**config.mk**
```make
export PLATFORM = sky130hd
export DESIGN_NAME = sseg_driver_flat
export DESIGN_NICKNAME = d
export VERILOG_FILES = /design/src/rtl/sseg_pkg.sv /design/src/rtl/sseg_driver_if.sv /design/src/rtl/sseg_driver_bin2bcd.sv /design/src/rtl/sseg_driver.sv /design/src/flat_wrapper.sv
export SDC_FILE = /design/constraint.sdc
export NUM_CORES = 1
export LEC_CHECK = 0
export CORE_MARGIN = 4
export CORE_UTILIZATION = 45
export CTS_BUF_LIST = sky130_fd_sc_hd__clkbuf_4 sky130_fd_sc_hd__clkbuf_8
export DETAILED_ROUTE_END_ITERATION = 6
export HOLD_SLACK_MARGIN = 0.08
export PLACE_DENSITY_LB_ADDON = 0.08
export SYNTH_ARGS = -nofsm -noshare
export SYNTH_HDL_FRONTEND = slang
export SYNTH_SLANG_ARGS = --single-unit
```
**constraint.sdc**
```tcl
create_clock -name clk -period 1.95 [get_ports clk]
set_input_delay 0.2925 -clock clk [delete_from_list [all_inputs] [get_ports clk]]
set_output_delay 0.2925 -clock clk [all_outputs]
set_load 0.1 [all_outputs]
```
**src/rtl/sseg_pkg.sv**
```systemverilog
`default_nettype none
// ---------------------------------------------------------------------------
// sseg_pkg : shared types and constants for the seven-segment driver. Rev 1.0
// ---------------------------------------------------------------------------
package sseg_pkg;

  typedef enum logic [1:0] {
    IDLE     = 2'd0,
    LOAD_HEX = 2'd1,
    SHIFT    = 2'd2,
    DONE     = 2'd3
  } state_t;

  localparam int                    NUM_DIGITS = 5;
  localparam logic [6:0]            BLANK_SEG  = 7'h7F;
  localparam logic [NUM_DIGITS-1:0] HEX_BLANK  = 5'b10000;

  // Active-low glyphs, bit 6 = CA ... bit 0 = CG.
  localparam logic [6:0] GLYPH_TABLE [16] = '{
    7'h01, 7'h4F, 7'h12, 7'h06, 7'h4C, 7'h24, 7'h20, 7'h0F,
    7'h00, 7'h04, 7'h08, 7'h60, 7'h31, 7'h42, 7'h30, 7'h38
  };

endpackage
`default_nettype wire

```
**src/rtl/sseg_driver_if.sv**
```systemverilog
`default_nettype none
// ---------------------------------------------------------------------------
// sseg_driver_if : value/format in, display pins and busy out. Rev 1.0
// ---------------------------------------------------------------------------
interface sseg_driver_if;
  import sseg_pkg::*;

  logic [15:0]           value;
  logic                  dec;
  logic [6:0]            segments;
  logic [NUM_DIGITS-1:0] anodes;
  logic                  busy;

  modport master (output value, dec, input segments, anodes, busy);
  modport slave  (input value, dec, output segments, anodes, busy);

endinterface
`default_nettype wire

```
**src/rtl/sseg_driver_bin2bcd.sv**
```systemverilog
`default_nettype none
// ---------------------------------------------------------------------------
// bin2bcd_seq : 16-bit to 5-digit BCD, one double-dabble step per cycle. Rev 1.0
// ---------------------------------------------------------------------------
module bin2bcd_seq
  import sseg_pkg::*;
(
  input  wire logic                    clk,
  input  wire logic                    rst_n,
  input  wire logic                    start,
  input  wire logic [15:0]             bin,
  output logic                         done,
  output logic [4*NUM_DIGITS-1:0]      bcd
);

  logic [15:0]               r_bin;
  logic [4*NUM_DIGITS-1:0]   r_bcd;
  logic [4*NUM_DIGITS-1:0]   w_adj;
  logic [4*NUM_DIGITS+15:0]  w_shift;
  logic [3:0]                r_step;
  logic                      r_active;

  always_comb begin
    w_adj = r_bcd;
    for (int i = 0; i < NUM_DIGITS; i++) begin
      if (r_bcd[4*i +: 4] >= 4'd5) w_adj[4*i +: 4] = r_bcd[4*i +: 4] + 4'd3;
    end
    w_shift = {w_adj, r_bin} << 1;
  end

  always_ff @(posedge clk or negedge rst_n) begin
    if (!rst_n) begin
      r_bin    <= '0;
      r_bcd    <= '0;
      r_step   <= '0;
      r_active <= 1'b0;
    end else if (start) begin
      r_bin    <= bin;
      r_bcd    <= '0;
      r_step   <= '0;
      r_active <= 1'b1;
    end else if (r_active) begin
      {r_bcd, r_bin} <= w_shift;
      r_step         <= r_step + 4'd1;
      if (r_step == 4'd15) r_active <= 1'b0;
    end
  end

  // High during the cycle whose edge performs the sixteenth step.
  assign done = r_active && (r_step == 4'd15);
  assign bcd  = r_bcd;

endmodule
`default_nettype wire

```
**src/rtl/sseg_driver.sv**
```systemverilog
`default_nettype none
// ---------------------------------------------------------------------------
// sseg_driver : five-digit multiplexed seven-segment driver, hex or decimal.
// Define SSEG_DRIVER_LZ_BLANK_EN to blank decimal leading zeros. Rev 1.0
// ---------------------------------------------------------------------------
module sseg_driver
  import sseg_pkg::*;
#(
  parameter int C_REFRESH_DIV   = 1000,
  parameter bit C_SWAP_SEGMENTS = 1'b1
) (
  input  wire logic    clk,
  input  wire logic    rst_n,
  sseg_driver_if.slave bus
);

  localparam int               CNT_W    = (C_REFRESH_DIV > 1) ? $clog2(C_REFRESH_DIV) : 1;
  localparam logic [CNT_W-1:0] CNT_LAST = CNT_W'(C_REFRESH_DIV - 1);

  state_t                  r_state, w_next;
  logic [16:0]             r_capture;
  logic                    w_change, w_busy, w_start, w_cap_en, w_load_hex, w_load_dec;
  logic                    w_bcd_done;
  logic [4*NUM_DIGITS-1:0] w_bcd, r_shadow_dig;
  logic [NUM_DIGITS-1:0]   r_shadow_blank, w_dec_blank, r_anodes;
  logic [CNT_W-1:0]        r_cnt;
  logic [2:0]              r_idx;
  logic [3:0]              w_nib;
  logic [6:0]              w_glyph, w_seg, r_segments;

  assign w_change = ({bus.value, bus.dec} != r_capture);

  bin2bcd_seq u_bin2bcd (
    .clk   (clk),
    .rst_n (rst_n),
    .start (w_start),
    .bin   (bus.value),
    .done  (w_bcd_done),
    .bcd   (w_bcd)
  );

  always_ff @(posedge clk or negedge rst_n) begin
    if (!rst_n) r_state <= IDLE;
    else        r_state <= w_next;
  end

  always_comb begin
    w_next = r_state;
    case (r_state)
      IDLE:     if (w_change) w_next = bus.dec ? SHIFT : LOAD_HEX;
      LOAD_HEX: w_next = IDLE;
      SHIFT:    if (w_bcd_done) w_next = DONE;
      DONE:     w_next = IDLE;
      default:  w_next = IDLE;
    endcase
  end

  always_comb begin
    w_busy     = 1'b0;
    w_cap_en   = 1'b0;
    w_start    = 1'b0;
    w_load_hex = 1'b0;
    w_load_dec = 1'b0;
    case (r_state)
      IDLE: begin
        w_cap_en = w_change;
        w_start  = w_change & bus.dec;
      end
      LOAD_HEX: w_load_hex = 1'b1;
      SHIFT:    w_busy     = 1'b1;
      DONE: begin
        w_busy     = 1'b1;
        w_load_dec = 1'b1;
      end
      default: ;
    endcase
  end

  assign bus.busy = w_busy;

`ifdef SSEG_DRIVER_LZ_BLANK_EN
  logic w_lead;
`endif

  always_comb begin
    w_dec_blank = '0;
`ifdef SSEG_DRIVER_LZ_BLANK_EN
    // A digit is blank only if it and every digit above it are zero.
    w_lead = 1'b1;
    for (int i = NUM_DIGITS - 1; i > 0; i--) begin
      w_lead         = w_lead & (w_bcd[4*i +: 4] == 4'd0);
      w_dec_blank[i] = w_lead;
    end
`endif
  end

  always_ff @(posedge clk or negedge rst_n) begin
    if (!rst_n) begin
      r_capture      <= '0;
      r_shadow_dig   <= '0;
      r_shadow_blank <= HEX_BLANK;
    end else begin
      if (w_cap_en) r_capture <= {bus.value, bus.dec};
      if (w_load_hex) begin
        r_shadow_dig   <= {4'h0, r_capture[16:1]};
        r_shadow_blank <= HEX_BLANK;
      end else if (w_load_dec) begin
        r_shadow_dig   <= w_bcd;
        r_shadow_blank <= w_dec_blank;
      end
    end
  end

  assign w_nib   = r_shadow_dig[{r_idx, 2'b00} +: 4];
  assign w_glyph = GLYPH_TABLE[w_nib];

  always_comb begin
    w_seg = w_glyph;
    if (C_SWAP_SEGMENTS) begin
      for (int b = 0; b < 7; b++) w_seg[b] = w_glyph[6-b];
    end
  end

  always_ff @(posedge clk or negedge rst_n) begin
    if (!rst_n) begin
      r_cnt      <= '0;
      r_idx      <= '0;
      r_segments <= BLANK_SEG;
      r_anodes   <= '1;
    end else begin
      if (r_cnt == CNT_LAST) begin
        r_cnt <= '0;
        r_idx <= (r_idx == 3'(NUM_DIGITS - 1)) ? 3'd0 : r_idx + 3'd1;
      end else begin
        r_cnt <= r_cnt + CNT_W'(1);
      end
      if (r_shadow_blank[r_idx]) begin
        r_segments <= BLANK_SEG;
        r_anodes   <= '1;
      end else begin
        r_segments <= w_seg;
        r_anodes   <= ~(NUM_DIGITS'(1) << r_idx);
      end
    end
  end

  assign bus.segments = r_segments;
  assign bus.anodes   = r_anodes;

endmodule
`default_nettype wire

```
**src/flat_wrapper.sv**
```systemverilog
// flat-port wrapper written by rule: the top's interface ports become plain ports
module sseg_driver_flat import sseg_pkg::*;
#(
  parameter int C_REFRESH_DIV   = 1000,
  parameter bit C_SWAP_SEGMENTS = 1'b1
)
  (clk, rst_n, bus_value, bus_dec, bus_segments, bus_anodes, bus_busy);
  sseg_driver_if bus_i ();
  input  wire logic clk;
  input  wire logic rst_n;
  input wire logic [$bits(bus_i.value)-1:0] bus_value;
  input wire logic [$bits(bus_i.dec)-1:0] bus_dec;
  output wire logic [$bits(bus_i.segments)-1:0] bus_segments;
  output wire logic [$bits(bus_i.anodes)-1:0] bus_anodes;
  output wire logic [$bits(bus_i.busy)-1:0] bus_busy;
  assign bus_i.value = bus_value;
  assign bus_i.dec = bus_dec;
  assign bus_segments = bus_i.segments;
  assign bus_anodes = bus_i.anodes;
  assign bus_busy = bus_i.busy;
  sseg_driver #(.C_REFRESH_DIV(C_REFRESH_DIV), .C_SWAP_SEGMENTS(C_SWAP_SEGMENTS)) u_core (.clk(clk), .rst_n(rst_n), .bus(bus_i));
endmodule
```
== Yosys cells after proc, flatten, opt, wreduce, memory -nomap -nowiden ==
Memory sizes are Yosys's and may differ from the RTL's.
Cells that the tools add are included.

* Mux-type cells: 35
* Shift operators: 2
* $add $sub $neg: 8
* Magnitude comparators: 7
* Equal/unequal tests: 9
* Bitwise logic cells: 3
* Reduce and logical (&&, ||, !) cells: 7

{| class="wikitable"
|+ Operator list
! operator !! number
|-
| $mux W20 || 4
|-
| $mux W16 || 2
|-
| $mux W4 || 6
|-
| $mux W7 || 3
|-
| $ge A4 B3 Y1 const B || 5
|-
| $shiftx A20 B6 Y4 || 1
|-
| $ne A17 B17 Y1 || 1
|-
| $add A4 B2 Y4 const B || 4
|-
| $mux W5 || 3
|-
| $add A10 B1 Y10 const B || 1
|-
| $eq A10 B10 Y1 const B || 1
|-
| $mux W10 || 1
|-
| $mux W1 || 9
|-
| $mux W2 || 3
|-
| $mux W3 || 2
|-
| $pmux W2 S3 || 1
|-
| $ge A5 B5 Y1 const B || 1
|-
| $not A4 Y5 || 1
|-
| $not A5 Y5 || 1
|-
| $shl A1 B3 Y5 const A || 1
|-
| $add A4 B1 Y4 const B || 1
|-
| $eq A2 B2 Y1 const B || 2
|-
| $eq A4 B4 Y1 const B || 1
|-
| $lt A3 B4 Y1 const B || 1
|-
| other kinds (13) || 15
|}

* Word-level logic and storage cells: 84
* Memories: 1
* Input bits: 19
* Bits in read-only memories: 112
* Output and inout bits: 13
* Register bits after elaboration: 110

{| class="wikitable"
|+ Memory list
! name !! depth !! width !! rd ports !! clocked after Yosys merged registers in !! wr ports !! line !! text
|-
| (no name shown) || 16 || 7 || 1 || 0 || 0 || sseg_driver.sv:115 || <nowiki>assign w_glyph = GLYPH_TABLE[w_nib];</nowiki>
|}

== Logic depth before layout (Yosys ltp) ==
Gate-level depths: netlist (run 1).

* Word-level depth: 6
* Depth in mapped cells: 10
* Gate-level depth less buffers: 9

== Modules after synthesis ==
From an unflattened synthesis (run 1), not the netlist that was laid out.

* Cells, all modules: 532
* Area, all modules: 5512.8 um2

{| class="wikitable"
|+ Modules (own cells, without submodules)
! module !! area each (um2) !! seq. area each (um2) !! cells an instance !! times used
|-
| sseg_driver || 3278.1 || 1642.8 || 303 || 1
|-
| bin2bcd_seq || 2234.6 || 1026.0 || 229 || 1
|}

== Worst setup path after synthesis (run 1) ==
No wires, ideal clock.

* Path kind: register to register
* Start point: register u_core.r_idx[0]
* End point: register u_core.r_segments[3], in the netlist u_core.bus.segments[3]
* Setup slack: -0.011 ns
* Setup time: 0.092 ns
* Data required time: 1.858 ns
* Period minus slack after synthesis: 1.961 ns
* Path buffers: 1
* Cell stages (with the launch flop): 10
* Data arrival time: 1.870 ns
* Cells stage by stage: dfrtp_1 > buf_4 > mux2_1 > nand3_1 > and2_1 > inv_1 > ha_1 > nor2b_1 > a211oi_1 > o21ai_1

* Cells in the longest elaborated chain, start to end: 6
* Elaborated cells between the ends (all ways): 8
* Those cells by class: shift: 1; mux: 5; bitwise: 1; memory: 1

{| class="wikitable"
|+ RTL lines
! what !! line !! text
|-
| start: declaration || sseg_driver.sv:27 || <nowiki>logic [2:0] r_idx;</nowiki>
|-
| start signal: assignment || sseg_driver.sv:133 || <nowiki>r_idx <= (r_idx == 3'(NUM_DIGITS - 1)) ? 3'd0 : r_idx + 3'd1;</nowiki>
|-
| $shiftx A20 B6 Y4 || sseg_driver.sv:114 || <nowiki>assign w_nib = r_shadow_dig[{r_idx, 2'b00} +: 4];</nowiki>
|-
| $not A4 Y5 (implied by the code) || sseg_driver.sv:115 ||
|-
| $mem_v2 Z16 W7 || -- ||
|-
| $mux W7 (implied by the code) (2 in a row) || sseg_driver.sv:115 ||
|-
| $mux W7 (*) || sseg_driver.sv:137 || <nowiki>if (r_shadow_blank[r_idx]) begin</nowiki>
|-
| end signal: assignment || sseg_driver.sv:141 || <nowiki>r_segments <= w_seg;</nowiki>
|-
| end: declaration || sseg_driver.sv:29 || <nowiki>logic [6:0] w_glyph, w_seg, r_segments;</nowiki>
|}

Mark *: on every way between the ends. The rest lies on a longest branch, timed or not. The select of a mux whose other input is x is not followed.
A chain may end at the register's enable or synchronous reset.

== Worst setup path after layout (run 1) ==
* Start point: register u_core.r_idx[2]
* End point: register u_core.r_segments[3], in the netlist u_core.bus.segments[3]

The elaborated chain is that of the path after synthesis.

==> summary.txt, run 1 <==
Global-route wire length before repair = 19,100 µm
Net Count, Synth = 565
Startpoint type of the worst setup path = register
Reg2reg start = u_core.r_idx[2]$_DFFE_PN0N_
Std-Cell Rows = 39
DP Worst Slack = -419 ps
Wire length per cell after detailed routing = 15.6 µm
Achievable Freq = 535 MHz
Mean Syn Cell Area = 10.4 µm²
Ys async rst share = 100%
Path type of the worst setup path = reg2reg
Total area of multi-input combinational cells = 2610 µm²
Critical Path Start = u_core.r_idx[2]$_DFFE_PN0N_
Transition time at the pin with the least slew margin = 511 ps
Number of placed I/O pins = 32
Synth Cell Area = 5430 µm²
Distinct cell type count after synthesis = 50
Storage element area = 2670 µm²
Clock transition at the registers of the reported paths = 100 ps
Detailed placement HPWL = 8280 µm
Slowest cell delay on critical path = 490 ps
Overall power of the completed layout = 10,200 µW
Post-route clock period utilization = 95.8%
TritonCTS clock tree = yes
Total inserted antenna cells = 0
Run status = completed
Ratio of total power to cell area = 1540 nW/µm²
Most frequent cells in the layout = 90 x sky130_fd_sc_hd__dfrtp_1, 52 x sky130_fd_sc_hd__nor2_1, 41 x sky130_fd_sc_hd__nand2_1, 41 x sky130_fd_sc_hd__mux2i_1, 37 x sky130_fd_sc_hd__a21oi_1
Pin count of the biggest net entering global routing = 44
Top FF cell, synth = sky130_fd_sc_hd__dfrtp_1
Fraction of post-synthesis cell area in the top cell type by area = 42.9%
Unrepaired setup endpoints after global routing = true
Buffers on Ports = 31
Sum of overflow across all layers after global routing = 0
Die outline area = 13,900 µm²
Die Y = 118 µm
Max H-tree Level = 3
Worst R2R Setup Slack = 80 ps
Post-detailed-routing wire length = 11,400 µm
Peak supply drop = 699 µV
Initial antenna violation count = 0
Clock Skew = 15.8 ps
Static leakage = 0.00299 µW
Number of global-route vias before repair = 3,733
Root Buffer = sky130_fd_sc_hd__clkbuf_8
Initial core utilization = 46.8%
Number of buffers created by CTS = 9
Critical Path RT = 2250 ps
DRC violation count after routing = 0
Final critical-path setup slack = 82.2 ps
Number of nets in the final layout = 623
Critical path endpoint category = register
Worst slew slack as a fraction of its limit = 66.0%
Max cap viols = 0
Clock latency at the later pin of the worst-skew pair = 390 ps
Post-synth EDFFs = 0
Flop and latch count out of synthesis = 106
Total number of vias = 3,835
Layout overhead on the synthesized area = 21.6%
Commonest non-fill, non-tap cell in the layout = sky130_fd_sc_hd__dfrtp_1
Worst min-delay path category = in2async
Data arrival time of the critical path = 2170 ps
Largest area contributor in the netlist = sky130_fd_sc_hd__dfrtp_1
CP Cell Sequence = buf_4 > mux2_4 > a221oi_4 > buf_6 > nor2b_1 > a211oi_2 > o21ai_2
Placeable core area = 11,600 µm²
Proportion of layout cells with a drive suffix above 1 = 20.6%
Number of warnings printed during yosys synthesis = 0
X dimension of the die = 118 µm
Final weighted congestion of routability-driven global placement = 0.795
Post-layout min period = 1870 ps
Cells after Synth = 523
Number of inserted filler cells in the final layout = 1,015
Share of the yosys chip area belonging to registers = 49.1%
Crit-path slowest cell = sky130_fd_sc_hd__dfrtp_2
Total count of max-transition violations in the final report = 0
Sinks on Clock Net = 106
Final Hold Viols = 0
Number of endpoints failing setup at the final stage = 0
Via density per instance = 5.26
Final ANT Viol Nets = 0
Drt initial violations = 264
Crit path max fanout = 10
Total track usage = 17.2%
Synth top area cells = sky130_fd_sc_hd__dfrtp_1 43%, sky130_fd_sc_hd__mux2i_1 7.7%, sky130_fd_sc_hd__dfstp_2 6.3%, sky130_fd_sc_hd__ha_1 5.3%, sky130_fd_sc_hd__xnor2_1 3.9%
Count of TritonRoute iterations in the first routing pass = 4
Maximum clock insertion buffer count = 2
cell type report:
type	count	share of cell area, %
Sequential cell	106	40.5
Clock buffer	11	2.29
Tap cell	143	2.71
Clock inverter	5	0.910
Multi-Input combinational cell	367	39.5
Inverter	23	1.31
Timing Repair Buffer	74	12.8
flip-flops by register name (all words and copies together) (netlist names):
signal	count
u_core.u_bin2bcd.r_active	1
u_core.r_cnt	10
u_core.r_capture	17
u_core.u_bin2bcd.r_step	4
u_core.u_bin2bcd.r_bin	16
u_core.r_shadow_blank	1
u_core.r_state	2
u_core.r_idx	3
u_core.bus.anodes	5
u_core.r_shadow_dig	20
u_core.u_bin2bcd.bcd	20
u_core.bus.segments	7
kinds of logic (layout without fill, tap and decap cells):
kind of cell | after synthesis | count (layout) | synth area share [%]
buf+inv | 50 | 113 | 4.12
flops | 106 | 106 | 49.1
fa+ha+maj | 23 | 23 | 5.30
compound gates | 105 | 105 | 11.8
mux | 62 | 62 | 12.1
simple gates | 144 | 144 | 12.2
xor+xnor | 33 | 33 | 5.32
cells in the mapped netlist, drive strengths merged, types with 14 or more instances:
cell    instances
a211oi         14
clkbuf         16
dfrtp          93
a21oi          39
inv            23
nand3          18
nor2           53
nand2          43
mux2i          42
xnor2          24
ha             23
o21ai          38
mux2           20
worst max-delay path, delay by kind of cell (launching register included):
family	cells	cell delay (ps)
DFF	1	490
muxes	1	300
and+or+nand+nor	1	60
AOI/OAI and AO/OA	3	570
buffers and inverters	2	360
metrics by stage:
| step | cell area, µm² | util [%] | cells | TNS [ps] | hold WS [ps] |
|---|---|---|---|---|---|
| 2_1_floorplan | 5430 | - | 523 | 0 | -3.09 |
| 3_3_place_gp | 6290 | 54.2 | 709 | -11160 | 300 |
| 4_1_cts | 6520 | 56.2 | 726 | -20.7 | 402 |
| 5_1_grt | 6600 | 56.9 | 729 | -64.3 | 434 |
| 3_5_place_dp | 6290 | 54.2 | 709 | -15390 | 304 |
| 6_report | 6600 | 56.9 | 729 | 0 | 406 |
what timing repair did:
item	in CTS	in global routing
pin swaps	0	4
resized for setup	4	11
endpoints found under the hold margin	26	0
setup endpoints to repair	19	21
gates cloned	0	0
hold buffers	1	0
buffers inserted	0	3
where the power goes:
group          switching [µW]  total (µW)  internal [µW]
registers                 803        3930           3130
logic                    2530        4780           2250
clock network             782        1450            671
total                    4110       10200           6050
path summary, 6_finish.rpt:
| kind | to | cells after the start |
|---|---|---|
| worst min register to register | u_core.r_cnt[0]$_DFF_PN0_ | 1 |
| worst min-delay path | u_core.u_bin2bcd.r_step[1]$_DFFE_PN0P_ | 2 |
| max in group asynchronous | u_core.bus.segments[6]$_DFF_PN1_ | 3 |
| worst max register to register | u_core.bus.segments[3]$_DFF_PN1_ | 7 |
| min in group clk | u_core.r_cnt[0]$_DFF_PN0_ | 1 |
| worst max-delay path | u_core.bus.segments[3]$_DFF_PN1_ | 7 |
routing by layer:
metal	track usage, %	share of wire (%)	vias up
li1	-	-	1920
met1	23.3	47	1840
met2	27.3	48	61
met3	4.18	3.4	14
met4	5.49	1.5	0
met5	0	0	-
Note: power is estimated with default switching activity, not from simulation.
==> run 2: changes to the inputs <==
Settings changed: ABC_CLOCK_PERIOD_IN_PS set to 1950.
==> results of run 2 <==
Same layout as run 1: the final DEF is identical, and so are final timing and power.
